==> src/rtl/keypad_decoder_if.sv <==
// Scan-sample handshake and decoded key outputs between the keypad row scanner
// and keypad_decoder. The master side (scanner or testbench) drives the scan
// signals; the slave side (decoder) drives the key and display outputs.
interface keypad_decoder_if;
    logic [3:0] rows;
    logic [3:0] cols;
    logic       press;
    logic [3:0] key;
    logic       key_valid;
    logic       held;
    logic [3:0] digit0;
    logic [3:0] digit1;

    modport master (
        output rows, cols, press,
        input  key, key_valid, held, digit0, digit1
    );

    modport slave (
        input  rows, cols, press,
        output key, key_valid, held, digit0, digit1
    );
endinterface

==> src/rtl/keypad_decoder.sv <==
// Debounces raw keypad scan samples into hexadecimal key events. A candidate
// key must collect DEBOUNCE_HITS matching samples within WINDOW cycles. Once
// accepted it is held until RELEASE_CYCLES cycles pass with no matching sample.
// Optional feature: define KEYPAD_ROLLOVER_EN to let a different key pressed
// while one is held start a new confirmation (n-key rollover).
module keypad_decoder #(
    parameter int unsigned DEBOUNCE_HITS  = 4,
    parameter int unsigned WINDOW         = 64,
    parameter int unsigned RELEASE_CYCLES = 32
) (
    input logic             clk,
    input logic             reset,
    keypad_decoder_if.slave kp
);

    localparam logic [7:0] HitsTarget = 8'(DEBOUNCE_HITS);
    localparam logic [7:0] WinLast    = 8'(WINDOW - 1);
    localparam logic [7:0] RelLast    = 8'(RELEASE_CYCLES - 1);

    typedef enum logic [1:0] {
        StIdle,
        StConfirm,
        StHeld
    } state_e;

    state_e     state_q, state_d;
    logic [3:0] cand_q, cand_d;
    logic [7:0] cnt_q, cnt_d;
    logic [7:0] hits_q, hits_d;
    logic [7:0] silence_q, silence_d;
    logic [3:0] key_q, key_d;
    logic       key_valid_q, key_valid_d;
    logic       held_q, held_d;
    logic [3:0] digit0_q, digit0_d;
    logic [3:0] digit1_q, digit1_d;

    logic       sample_valid;
    logic [3:0] sample_code;
    logic       emit;
    logic [3:0] emit_code;
    logic [7:0] hits_inc;

    function automatic logic is_onehot(input logic [3:0] v);
        return (v != 4'd0) && ((v & (v - 4'd1)) == 4'd0);
    endfunction

    function automatic logic [1:0] onehot_idx(input logic [3:0] v);
        logic [1:0] idx;
        idx = 2'd0;
        for (int i = 0; i < 4; i++) begin
            if (v[i]) idx = 2'(i);
        end
        return idx;
    endfunction

    function automatic logic [3:0] code_of(input logic [1:0] r, input logic [1:0] c);
        logic [3:0] code;
        case ({r, c})
            4'b00_00: code = 4'h1;
            4'b00_01: code = 4'h2;
            4'b00_10: code = 4'h3;
            4'b00_11: code = 4'hA;
            4'b01_00: code = 4'h4;
            4'b01_01: code = 4'h5;
            4'b01_10: code = 4'h6;
            4'b01_11: code = 4'hB;
            4'b10_00: code = 4'h7;
            4'b10_01: code = 4'h8;
            4'b10_10: code = 4'h9;
            4'b10_11: code = 4'hC;
            4'b11_00: code = 4'hE;
            4'b11_01: code = 4'h0;
            4'b11_10: code = 4'hF;
            default:  code = 4'hD;
        endcase
        return code;
    endfunction

    function automatic logic [7:0] sat_inc(input logic [7:0] v);
        return (v == 8'hFF) ? v : v + 8'd1;
    endfunction

    // Classify this cycle's scan inputs and decode the key code.
    always_comb begin
        sample_valid = kp.press && is_onehot(kp.rows) && is_onehot(kp.cols);
        sample_code  = code_of(onehot_idx(kp.rows), onehot_idx(kp.cols));
    end

    // Debounce state machine and emit bookkeeping.
    always_comb begin
        state_d     = state_q;
        cand_d      = cand_q;
        cnt_d       = cnt_q;
        hits_d      = hits_q;
        silence_d   = silence_q;
        key_d       = key_q;
        key_valid_d = 1'b0;
        digit0_d    = digit0_q;
        digit1_d    = digit1_q;
        emit        = 1'b0;
        emit_code   = cand_q;
        hits_inc    = sat_inc(hits_q);

        case (state_q)
            StIdle: begin
                if (sample_valid) begin
                    cand_d = sample_code;
                    hits_d = 8'd1;
                    cnt_d  = 8'd0;
                    if (HitsTarget == 8'd1) begin
                        emit      = 1'b1;
                        emit_code = sample_code;
                        silence_d = 8'd0;
                        state_d   = StHeld;
                    end else begin
                        state_d = StConfirm;
                    end
                end
            end

            StConfirm: begin
                cnt_d = sat_inc(cnt_q);
                if (sample_valid && (sample_code == cand_q)) begin
                    hits_d = hits_inc;
                    // The final hit wins even on the window's last cycle.
                    if (hits_inc >= HitsTarget) begin
                        emit      = 1'b1;
                        silence_d = 8'd0;
                        state_d   = StHeld;
                    end else if (cnt_q == WinLast) begin
                        state_d = StIdle;
                    end
                end else if (sample_valid) begin
                    state_d = StIdle;
                end else if (cnt_q == WinLast) begin
                    state_d = StIdle;
                end
            end

            StHeld: begin
                if (sample_valid && (sample_code == cand_q)) begin
                    silence_d = 8'd0;
`ifdef KEYPAD_ROLLOVER_EN
                end else if (sample_valid) begin
                    cand_d = sample_code;
                    hits_d = 8'd1;
                    cnt_d  = 8'd0;
                    if (HitsTarget == 8'd1) begin
                        emit      = 1'b1;
                        emit_code = sample_code;
                        silence_d = 8'd0;
                    end else begin
                        state_d = StConfirm;
                    end
`endif
                end else begin
                    silence_d = sat_inc(silence_q);
                    if (silence_q == RelLast) state_d = StIdle;
                end
            end

            default: state_d = StIdle;
        endcase

        if (emit) begin
            key_d       = emit_code;
            key_valid_d = 1'b1;
            digit1_d    = digit0_q;
            digit0_d    = emit_code;
        end

        held_d = (state_d == StHeld);
    end

    // State and registered outputs; synchronous active-low reset.
    always_ff @(posedge clk) begin
        if (!reset) begin
            state_q     <= StIdle;
            cand_q      <= 4'd0;
            cnt_q       <= 8'd0;
            hits_q      <= 8'd0;
            silence_q   <= 8'd0;
            key_q       <= 4'd0;
            key_valid_q <= 1'b0;
            held_q      <= 1'b0;
            digit0_q    <= 4'd0;
            digit1_q    <= 4'd0;
        end else begin
            state_q     <= state_d;
            cand_q      <= cand_d;
            cnt_q       <= cnt_d;
            hits_q      <= hits_d;
            silence_q   <= silence_d;
            key_q       <= key_d;
            key_valid_q <= key_valid_d;
            held_q      <= held_d;
            digit0_q    <= digit0_d;
            digit1_q    <= digit1_d;
        end
    end

    assign kp.key       = key_q;
    assign kp.key_valid = key_valid_q;
    assign kp.held      = held_q;
    assign kp.digit0    = digit0_q;
    assign kp.digit1    = digit1_q;

endmodule

==> src/flat_wrapper.sv <==
// flat-port wrapper written by rule: the top's interface ports become plain ports
module keypad_decoder_flat 
#(
    parameter int unsigned DEBOUNCE_HITS  = 4,
    parameter int unsigned WINDOW         = 64,
    parameter int unsigned RELEASE_CYCLES = 32
)
  (clk, reset, kp_rows, kp_cols, kp_press, kp_key, kp_key_valid, kp_held, kp_digit0, kp_digit1);
  keypad_decoder_if kp_i ();
  input logic clk;
  input logic reset;
  input wire logic [$bits(kp_i.rows)-1:0] kp_rows;
  input wire logic [$bits(kp_i.cols)-1:0] kp_cols;
  input wire logic [$bits(kp_i.press)-1:0] kp_press;
  output wire logic [$bits(kp_i.key)-1:0] kp_key;
  output wire logic [$bits(kp_i.key_valid)-1:0] kp_key_valid;
  output wire logic [$bits(kp_i.held)-1:0] kp_held;
  output wire logic [$bits(kp_i.digit0)-1:0] kp_digit0;
  output wire logic [$bits(kp_i.digit1)-1:0] kp_digit1;
  assign kp_i.rows = kp_rows;
  assign kp_i.cols = kp_cols;
  assign kp_i.press = kp_press;
  assign kp_key = kp_i.key;
  assign kp_key_valid = kp_i.key_valid;
  assign kp_held = kp_i.held;
  assign kp_digit0 = kp_i.digit0;
  assign kp_digit1 = kp_i.digit1;
  keypad_decoder #(.DEBOUNCE_HITS(DEBOUNCE_HITS), .WINDOW(WINDOW), .RELEASE_CYCLES(RELEASE_CYCLES)) u_core (.clk(clk), .reset(reset), .kp(kp_i));
endmodule
==> config.mk <==
export PLATFORM = sky130hd
export DESIGN_NAME = keypad_decoder_flat
export DESIGN_NICKNAME = d
export VERILOG_FILES = /design/src/rtl/keypad_decoder_if.sv /design/src/rtl/keypad_decoder.sv /design/src/flat_wrapper.sv
export SDC_FILE = /design/constraint.sdc
export NUM_CORES = 1
export LEC_CHECK = 0
export CAP_MARGIN = 15
export CORE_ASPECT_RATIO = 1.4
export CORE_UTILIZATION = 51
export DETAILED_ROUTE_END_ITERATION = 12
export GPL_TIMING_DRIVEN = 0
export PLACE_DENSITY = 0.72
export SLEW_MARGIN = 5
export SYNTH_ARGS = -nofsm -noshare
export SYNTH_HDL_FRONTEND = slang
export SYNTH_SLANG_ARGS = --single-unit
==> constraint.sdc <==
create_clock -name clk -period 3 [get_ports clk]
set_input_delay 0.75 -clock clk [delete_from_list [all_inputs] [get_ports clk]]
set_output_delay 0.75 -clock clk [all_outputs]
set_load 0.005 [all_outputs]
==> metrics.txt <==
CTS H-tree depth 2; Setup Skew 0.0104 ns; drt drc 0; worst-margin pin slew 0.541 ns; drt via density 5.82; Synth Area in XOR/XNOR 3.84%; mux share of post-synthesis cell area 4.09%; FFs w/ async S/R, synth 0%; share of post-route cells with drive strength above 1 20.7%; fin crit period 2.93 ns; post-layout power 999 uW; clock slew at reported path FFs 0.07 ns; CTS max path bufs 2; initial antenna violation count 0; WP data required 3.18 ns; Post-Synth Simple-Gate Area 31.0%; R2R depth 9; Power Density 323 nW/um^2; P&R area growth vs syn 23.4%; Final ANT Viol Nets 0; die span in x 61.3 um; Row Count 29; drt first pass iters 5; fin nets 352; period utilization 97.5%; # port buffers 22; Yosys reg bits 40; Setup CP Type input pin to flip-flop; core area 4640 um^2; Post-Route WL 5720 um; Seq/Total Area, Yosys 31.9%; die height 85.0 um; Boundary Pins 25; synthesized cell area 2510 um^2; register area 801 um^2; Initial Util 54.0%; Routability Congestion 0.798; grt total ovfl 0; final-report hold violation count 0; HPWL after DPL 4110 um; Fin Setup TNS 0 ns; post-route cell area 3100 um^2; largest family of logic cells by synthesized area simple AND/OR/NAND/NOR gates; placed cell area 2820 um^2; Synth Net Count 313; post-synth cell types 63; largest net degree at the start of global routing 12; diode count 0; footprint of the multi-input gates 1700 um^2; Util after Layout 66.7%; CP max FO 10; Mapped Avg Cell Area 8.53 um^2; Leak 1.28 nW; Worst IR Drop VDD 0.199 mV; DRT iter0 DRCs 89; CP arrival 3.11 ns; Min-Delay Path Depth 2; final slew viol count 0; status complete, no violations; Crit. End Element flip-flop; most used flip-flop cell after synthesis dfxtp_1; routed length per instance 14.5 um; Max Clock Freq 0.342 GHz; Finish-stage setup viols 0; # Max-Cap Violations 0; relative slew slack 63.7%; Skew-Pair Late Insertion Delay 0.29 ns; GRT Total Usage 23.9%; Fillers 426; via count 2297; synthesized instance count 294; TritonCTS clock tree done; TritonCTS Sinks 40; first-pass GRT wire length 9580 um; HP Class flip-flop to flip-flop; CTS root buffer clkbuf_8; die area 5210 um^2; vias in the first global route 2152; Adder-Cell Fraction of Synth Area 3.99%; unrepaired setup endpoints after global routing false; number of enable flip-flop cells after synthesis 0; cts bufs inserted 5; Compound-Gate Fraction of Synth Area 19.8%; CP startpoint kind input pin; Yosys warnings 0
==> stage by stage <==
stage	hold WS [ns]	worst slack, ns	std cells
final	0.493	0.0747	395
after floorplan	0.460	0.00469	294
after detailed placement	0.482	-1.02	378
after CTS	0.492	0.00152	393
after global routing	0.519	0.00429	395
after global placement	0.470	-0.959	378
==> kinds of logic (layout without fill, tap and decap cells) <==
kind of cell | Yosys count | in the layout
simple gates | 130 | 130
compound gates | 71 | 71
flops | 40 | 40
buf+inv | 24 | 63
xor+xnor | 11 | 11
mux | 10 | 10
fa+ha+maj | 8 | 8
==> cell usage in the layout, fill, tap and decap left out, types with 6 or more instances in the layout <==
cell type | synthesis | routed
dfxtp_1 | 40 | 40
nor2_1 | 26 | 25
a21oi_1 | 23 | 23
nand2_1 | 20 | 20
nand3_1 | 20 | 19
clkdlybuf4s50_1 | 0 | 19
and3_1 | 15 | 14
buf_4 | 6 | 13
o21ai_0 | 12 | 9
xor2_1 | 9 | 9
mux2i_1 | 8 | 8
buf_2 | 6 | 7
inv_1 | 6 | 6
ha_1 | 8 | 6
==> state kept, by name (all words and copies together), names as in the netlist <==
| signal | count |
|---|---|
| u_core.hits_q | 8 |
| u_core.kp.key_valid | 1 |
| u_core.state_q | 2 |
| u_core.cnt_q | 8 |
| u_core.kp.held | 1 |
| u_core.silence_q | 8 |
| u_core.kp.digit1 | 4 |
| u_core.kp.key | 4 |
| u_core.cand_q | 4 |
==> worst max-delay path, stage by stage <==
cell	delay [ns]
buf_2	0.21
or2_4	0.22
inv_4	0.06
ha_1	0.20
nor2b_1	0.16
or3_4	0.35
a211oi_4	0.29
buf_4	0.16
nor2b_2	0.05
and3_4	0.21
a211o_1	0.28
and3_1	0.17
==> repair_timing <==
item / in CTS / in global routing
hold buffers: 0 / 0
cloned: 2 / 0
gates resized for setup: 28 / 12
setup buffers: 6 / 2
pin swaps: 14 / 10
setup endpoints to repair: 28 / 29
endpoints found under the hold margin: 0 / 0
==> worst paths after layout <==
kind,from,to,slack [ns]
max,kp_cols[3],u_core.hits_q[0],0.07
min,u_core.cand_q[3],u_core.cand_q[3],0.49
max reg2reg,u_core.hits_q[0],u_core.kp.digit1[1],0.44
min reg2reg,u_core.cand_q[3],u_core.cand_q[3],0.49
==> report_power, final <==
part / total, mW / internal [mW] / switching, mW
Combinational: 0.128 / 0.0542 / 0.0736
Sequential: 0.536 / 0.533 / 0.00304
Clock: 0.335 / 0.158 / 0.177
Total: 0.999 / 0.745 / 0.253
==> routing by layer <==
| layer | share of wire [%] | up-vias | wire length, um | track usage [%] |
|---|---|---|---|---|
| li1 | - | 1160 | - | - |
| met1 | 44 | 1070 | 2490 | 28.3 |
| met2 | 51 | 52 | 2910 | 41.9 |
| met3 | 2.7 | 15 | 152 | 3.81 |
| met4 | 2.8 | 0 | 158 | 8.26 |
| met5 | 0 | - | 0 | 0 |
==> synth_stat cells (4+ instances only) <==
master / number / area (um^2)
buf_2: 6 / 30.0
dfxtp_1: 40 / 801
nand2_1: 20 / 75.1
nor2_1: 26 / 97.6
nor3_1: 5 / 25.0
mux2i_1: 8 / 80.1
inv_1: 6 / 22.5
buf_4: 6 / 45.0
ha_1: 8 / 100
nor4_1: 4 / 25.0
and3_1: 15 / 93.8
nor2b_1: 7 / 43.8
a31oi_1: 4 / 25.0
a211oi_1: 4 / 30.0
o21ai_0: 12 / 60.1
nand3_1: 20 / 100
a21o_1: 5 / 37.5
a21oi_1: 23 / 115
xor2_1: 9 / 78.8
==> layout make-up <==
type,instances,share of cell area (%)
Sequential cell,40,25.9
Clock inverter,1,0.162
Tap cell,62,2.51
Timing Repair Buffer,32,9.33
Multi-Input combinational cell,230,55.0
Buffer,17,3.88
Inverter,7,0.929
Clock buffer,6,2.34
(Power assumes the default switching activity.)
